<file path="config.mk">
export PLATFORM = sky130hd
export DESIGN_NAME = wptr_full
export DESIGN_NICKNAME = d
export VERILOG_FILES = /design/src/rtl/wptr_full.sv
export SDC_FILE = /design/constraint.sdc
export NUM_CORES = 1
export LEC_CHECK = 0
export ABC_AREA = 1
export BUFFER_PORTS_ARGS = -buffer_cell sky130_fd_sc_hd__buf_2
export CORE_UTILIZATION = 45
export DETAILED_ROUTE_END_ITERATION = 8
export MAX_ROUTING_LAYER = met4
export PLACE_DENSITY = 0.84
export SETUP_SLACK_MARGIN = 0.05
export SLEW_MARGIN = 40
export SYNTH_ARGS = -nofsm -noshare
export SYNTH_HDL_FRONTEND = slang
export SYNTH_SLANG_ARGS = --single-unit
</file>
<file path="constraint.sdc">
create_clock -name wclk -period 2.35 [get_ports wclk]
set_input_delay 0.47 -clock wclk [delete_from_list [all_inputs] [get_ports wclk]]
set_output_delay 0.47 -clock wclk [all_outputs]
set_load 0.05 [all_outputs]
</file>
<file path="src/rtl/wptr_full.sv">
// Write pointer, full/almost-full flags, free count and sticky overflow
// for the write-clock side of an asynchronous FIFO.
//
// Ports:
//   wclk      write clock; all state changes on its rising edge
//   wrst_n    synchronous active-low reset
//   winc      write request, accepted only while wfull is low
//   wq2_rptr  Gray read pointer, already synchronized into wclk
//   wovf_clr  clears the sticky overflow flag (a new overflow wins)
//   wfull     registered: FIFO full
//   awfull    registered: exactly one free slot left
//   waddr     memory write address (low bits of the binary counter)
//   wptr      registered Gray write pointer for the read side
//   wfree     registered free-slot count, 0..2^ASIZE
//   wovf      sticky: a write was attempted while full
module wptr_full #(
  parameter int ASIZE = 4
) (
  input  logic             wclk,
  input  logic             wrst_n,
  input  logic             winc,
  input  logic [ASIZE:0]   wq2_rptr,
  input  logic             wovf_clr,
  output logic             wfull,
  output logic             awfull,
  output logic [ASIZE-1:0] waddr,
  output logic [ASIZE:0]   wptr,
  output logic [ASIZE:0]   wfree,
  output logic             wovf
);

  localparam logic [ASIZE:0] DEPTH =
    (ASIZE+1)'(1) << ASIZE;
  localparam logic [ASIZE:0] ONE =
    (ASIZE+1)'(1);

  logic [ASIZE:0] wbin_q, wbin_d;
  logic [ASIZE:0] wptr_q, wptr_d;
  logic [ASIZE:0] wfree_q, wfree_d;
  logic           wfull_q, wfull_d;
  logic           awfull_q, awfull_d;
  logic           wovf_q, wovf_d;

  logic           wpush;
  logic [ASIZE:0] wbinnext;
  logic [ASIZE:0] wgraynext;
  logic [ASIZE:0] rbin_s;
  logic [ASIZE:0] used_next;
  logic [ASIZE:0] free_next;
  logic [ASIZE:0] rptr_full;
  logic           wfull_val;
  logic           awfull_val;

  always_comb begin
    wpush     = winc & ~wfull_q;
    wbinnext  = wbin_q + {{ASIZE{1'b0}}, wpush};
    wgraynext = (wbinnext >> 1) ^ wbinnext;

    // Gray to binary: bit i is the XOR of bits ASIZE..i.
    rbin_s = '0;
    for (int i = 0; i <= ASIZE; i++) begin
      rbin_s[i] = ^(wq2_rptr >> i);
    end

    used_next = wbinnext - rbin_s;
    free_next = DEPTH - used_next;

    // Full when pointers differ only in the two MSBs
    // (one lap ahead in Gray space).
    rptr_full = {~wq2_rptr[ASIZE:ASIZE-1],
                 wq2_rptr[ASIZE-2:0]};
    wfull_val  = (wgraynext == rptr_full);
    awfull_val = (free_next == ONE);
  end

  always_comb begin
    wbin_d   = wbinnext;
    wptr_d   = wgraynext;
    wfull_d  = wfull_val;
    awfull_d = awfull_val;
    wfree_d  = free_next;
    wovf_d   = wovf_q;
    if (winc & wfull_q) begin
      wovf_d = 1'b1;
    end else if (wovf_clr) begin
      wovf_d = 1'b0;
    end
  end

  always_ff @(posedge wclk) begin
    if (!wrst_n) begin
      wbin_q   <= '0;
      wptr_q   <= '0;
      wfull_q  <= 1'b0;
      awfull_q <= 1'b0;
      wfree_q  <= DEPTH;
      wovf_q   <= 1'b0;
    end else begin
      wbin_q   <= wbin_d;
      wptr_q   <= wptr_d;
      wfull_q  <= wfull_d;
      awfull_q <= awfull_d;
      wfree_q  <= wfree_d;
      wovf_q   <= wovf_d;
    end
  end

  // The Gray full compare and the binary free count must agree.
  always_ff @(posedge wclk) begin
    if (wrst_n) begin
      assert (wfull_val == (free_next == '0));
    end
  end

  assign wfull  = wfull_q;
  assign awfull = awfull_q;
  assign waddr  = wbin_q[ASIZE-1:0];
  assign wptr   = wptr_q;
  assign wfree  = wfree_q;
  assign wovf   = wovf_q;

endmodule

</file>
After elaboration in Yosys (flattened, before gate mapping)

Index checks and enable logic that the tools add are counted.

$add $sub $neg: 3
Equal/unequal tests: 2
Multiplexer cells: 2
Bitwise operators: 5
Reductions and logical operators: 6

Operators with widths:

| kind                | count |
|---|---|
| $reduce_xor 5->1    | 5 |
| $add 5x1->5         | 1 |
| $eq 5x1->1 const B  | 1 |
| $eq 5x5->1          | 1 |
| $sub 5x5->5         | 1 |
| $sub 5x5->5 const A | 1 |
| $xor 4x5->5         | 1 |
| $and 1x1->1         | 2 |
| $mux 1              | 2 |
| $not 2->2           | 1 |
| $reduce_bool 2->1   | 1 |
| $not 1->1           | 1 |

Flip-flop bits (word level): 18
Bits of input ports: 9
Output and inout bits: 17
Logic and storage cells: 24

Depth between registers and ports, before layout

Word-level depth: 6
Mapped depth: 16
Mapped depth without buffers: 16

Worst setup path before layout

No wires, ideal clock.

Path kind: reg2reg
From: reg wfull_q (netlist: wfull)
To: reg awfull_q (netlist: awfull)
Setup time: 64 ps
Arrival: 2,590 ps
Data required time: 2,286 ps
Path slack: -304 ps
Cell stages (with the launch flop): 11
Path buffers: 0
Period minus slack after synthesis: 2,654 ps
Cell sequence: dfxtp_1 nor2_1 ha_1 ha_1 inv_1 ha_1 ha_1 fa_1 nor3_1 nand2_1 nor2_1

Cells in the longest elaborated chain, start to end: 6

Ends and longest elaborated chain:

| item                   | line | RTL |
|---|---|---|
| start, declared        | 40   | `logic wfull_q, wfull_d;` |
| start signal, assigned | 101  | `wfull_q <= wfull_d;` |
| $not 1->1              | 55   | `wpush = winc & ~wfull_q;` |
| $and 1x1->1            | 55   |  |
| $add 5x1->5            | 56   | `wbinnext = wbin_q + {{ASIZE{1'b0}}, wpush};` |
| named net wbin_d[1]    | 37   | `logic [ASIZE:0] wbin_q, wbin_d;` |
| $sub 5x5->5            | 65   | `used_next = wbinnext - rbin_s;` |
| $sub 5x5->5            | 66   | `free_next = DEPTH - used_next;` |
| named net free_next[2] | 49   | `logic [ASIZE:0] free_next;` |
| $eq 5x1->1             | 73   | `awfull_val = (free_next == ONE);` |
| end signal, assigned   | 102  | `awfull_q <= awfull_d;` |
| end, declared          | 41   | `logic awfull_q, awfull_d;` |

The timed path passes the listed nets, and every way through them passes these cells.
A chain may end at the register's enable or synchronous reset.

Final worst setup path

From: in wq2_rptr[3]
To: reg awfull_q (netlist: awfull)

Cells in the longest elaborated chain, start to end: 4
Elaborated cells on any way between the ends: 7
Those cells by class: 2 x add/sub; 1 x eq/ne; 4 x reduce/logical

Ends and longest elaborated chain:

| item                   | line | RTL |
|---|---|---|
| start, declared        | 22   | `input logic [ASIZE:0] wq2_rptr,` |
| $reduce_xor 5->1       | 62   | `rbin_s[i] = ^(wq2_rptr >> i);` |
| $sub 5x5->5 (*)        | 65   |  |
| $sub 5x5->5 (*)        | 66   |  |
| named net free_next[2] | 49   |  |
| $eq 5x1->1 (*)         | 73   |  |

The timed path passes the listed nets; every way through them passes the cells marked *.

==> summary.txt <==
initial cell density of the core - 0.482
leakage component of the power - 0.000713 uW
vias in the first global route - 800
routed vias - 947
proportion of netlist area held by the largest area contributor - 0.360
DRC violations left - 0
Yosys cell types - 16
critical setup path kind - input pin to register
most used standard cell by instance count after synthesis - sky130_fd_sc_hd__nand2_1
filler instances - 162
crit path time final - 2.21 ns
fraction of the core area covered by cells at the end of the flow - 0.714
Max H-tree Level - 1
floorplan core area - 0.00196 mm2
number of buffers created by CTS - 3
Final Hold Violating Endpoints - 0
most frequent cell on the critical path - sky130_fd_sc_hd__xor2_4
Largest stage delay, worst path - 0.48 ns
EDFF count, synth - 0
number of nets at the end of the flow - 191
net count of the mapped netlist - 148
worst slack at placement - -0.191 ns
hold bufs inserted after CTS - 0
Area contributors post-synth - sky130_fd_sc_hd__dfxtp_1 36%, sky130_fd_sc_hd__nand2_1 15%, sky130_fd_sc_hd__ha_1 12%
Detailed Route WL - 2.25 mm
Max Slew Vio Count - 0
Root Buffer Master - sky130_fd_sc_hd__clkbuf_4
max_cap viols - 0
share of flip-flops with an asynchronous set or reset after synthesis - 0
post-DR vias/cell - 4.78
warning count from the yosys run - 0
Synth Cell Area - 946 um2
die width - 47.8 um
number of nets with antenna violations after detailed routing - 0
row cnt - 16
slowest library cell on the worst path - sky130_fd_sc_hd__fa_1
number of antenna violations at the first check in global routing - 0
transition time at the pin with the least slew margin - 0.300 ns
Seq/Total Area, Yosys - 0.360
portion of the clock cycle consumed by the worst path in the final layout - 0.942
Avg Inst Size Synth - 7.33 um2
# setup viols final - 0
CTS clock-pin slew for the worst setup and hold paths - 0.09 ns
number of primary I/O pins - 26
most numerous cell types in the synthesized netlist - 38 x sky130_fd_sc_hd__nand2_1, 19 x sky130_fd_sc_hd__inv_1, 17 x sky130_fd_sc_hd__dfxtp_1
number of input and output port buffers inserted - 25
synthesized flop and latch total - 17
detailed-router iteration count before antenna repair - 5
count of antenna diodes in the layout - 0
PD cells - 752 mW/mm2
area of all placed cells without fillers - 0.00140 mm2
Skew-Pair Late Insertion Delay - 0.29 ns
maximum number of pins on one net before global-route repair - 11
Max Fanout on Critical Path - 3
CP Cell Sequence - buf_2 > xor2_4 > xor2_4 > xor2_1 > ha_2 > inv_1 > ha_4 > fa_1 > nor3_2 > nand2_1 > nor2_1
critical path arrival - 2.44 ns
Avg WL per Cell - 11.3 um
cell taking the most area after synthesis - sky130_fd_sc_hd__dfxtp_1
kind of end point of the critical path - register
All-Layer GR Usage - 0.196
CTS tree - done
maximum resistive drop on vdd - 574 uV
status - complete, no violations
max_slew headroom - 0.799
final critical-path setup slack - 0.137 ns
placed cell area - 0.00126 mm2
violation count after the first detailed-route iteration - 29
Bufs on Longest Clock Path - 2
flip-flop cell with the highest count after synthesis - sky130_fd_sc_hd__dfxtp_1
gpl congestion - 0.865
overflow left after global routing - 0
signed area change from the synthesized netlist to the final layout - 48.0%
clk sinks - 17
maximum frequency from static timing analysis - 0.452 GHz
launching element type of the critical path - input pin
y dimension of the die - 47.8 um
data required time of the critical path - 2.58 ns
count of mapped cells out of synthesis - 129
share of cells above drive strength 1 - 0.392
wire length of the first global-routing pass - 3.06 mm
area of the die - 0.00229 mm2
half-perimeter wire length of the detailed placement result - 1.66 mm
setup clock skew after layout - 0.00301 ns
min-delay worst type - input pin to register
final timing paths:
check,start,end,slack [ns],cells after the start
setup reg to reg,wfull,awfull,0.18,13
setup / recovery,wq2_rptr[3],awfull,0.14,11
hold / removal,wovf_clr,wovf,0.42,4
hold reg to reg,wovf,wovf,0.47,2
routing by layer:
metal	wire [um]	track usage	vias to the layer above
li1	-	-	486
met5	0	-	-
met2	1160	0.319	32
met3	86	0.0226	2
met4	12	0.0944	0
met1	987	0.238	427
cells by family after synthesis:
| group | share of synthesized area |
|---|---|
| flops | 0.360 |
| simple gates | 0.323 |
| xor+xnor | 0.0714 |
| buf+inv | 0.0794 |
| compound gates | 0.0265 |
| fa+ha+maj | 0.140 |
final cells by class:
class / count / area, um2 / area share
timing repair buffer: 38 / 223 / 0.159
sequential: 17 / 345 / 0.247
inverter: 20 / 75.1 / 0.0536
clock buffer: 4 / 26.3 / 0.0188
multi-input combinational: 92 / 697 / 0.498
tap: 27 / 33.8 / 0.0241
stage by stage:
step / cells / power (uW) / TNS [ns] / hold WS (ns)
4_1_cts: 194 / 974 / 0 / 0.420
2_1_floorplan: 129 / 709 / 0 / 0.559
3_3_place_gp: 190 / 808 / -0.268 / 0.447
5_1_grt: 198 / 1120 / -0.0402 / 0.433
3_5_place_dp: 190 / 821 / -0.413 / 0.460
6_report: 198 / 1050 / 0 / 0.421
sequential cells by signal, indices dropped and copies added (netlist names):
register,cells
wfree,5
awfull,1
wovf,1
wfull,1
wptr,4
wbin_q,5
critical path: cells and delay by family:
kind	cells	cell delay (ns)
simple gates	3	0.27
xor+xnor	3	0.65
buf+inv	2	0.20
fa+ha+maj	3	0.85
cell usage in the layout, fill, tap and decap left out, types with 2 or more instances in the layout:
master                     netlist  final
sky130_fd_sc_hd__nand2_1        38     33
sky130_fd_sc_hd__buf_2           0     25
sky130_fd_sc_hd__inv_1          19     18
sky130_fd_sc_hd__dfxtp_1        17     15
sky130_fd_sc_hd__buf_4           0     13
sky130_fd_sc_hd__nor2_1         12     11
sky130_fd_sc_hd__nand3_1        12     10
sky130_fd_sc_hd__nand2_2         2      7
sky130_fd_sc_hd__ha_4            0      7
sky130_fd_sc_hd__nand4_1         4      4
sky130_fd_sc_hd__a21oi_1         5      4
sky130_fd_sc_hd__clkbuf_4        0      3
sky130_fd_sc_hd__xor2_1          3      2
sky130_fd_sc_hd__xor2_4          0      2
sky130_fd_sc_hd__nand3_2         0      2
sky130_fd_sc_hd__nand3b_1        2      2
timing repair:
action	in CTS	in global routing
gates resized for setup	0	15
setup buffers	0	4
endpoints found under the setup margin	0	2
power by group:
group | internal [uW] | total [uW] | switching (uW)
Clock | 65.9 | 155 | 89.1
Combinational | 222 | 559 | 336
Sequential | 326 | 340 | 13.4
No activity file was read; power rests on OpenSTA's default activity.
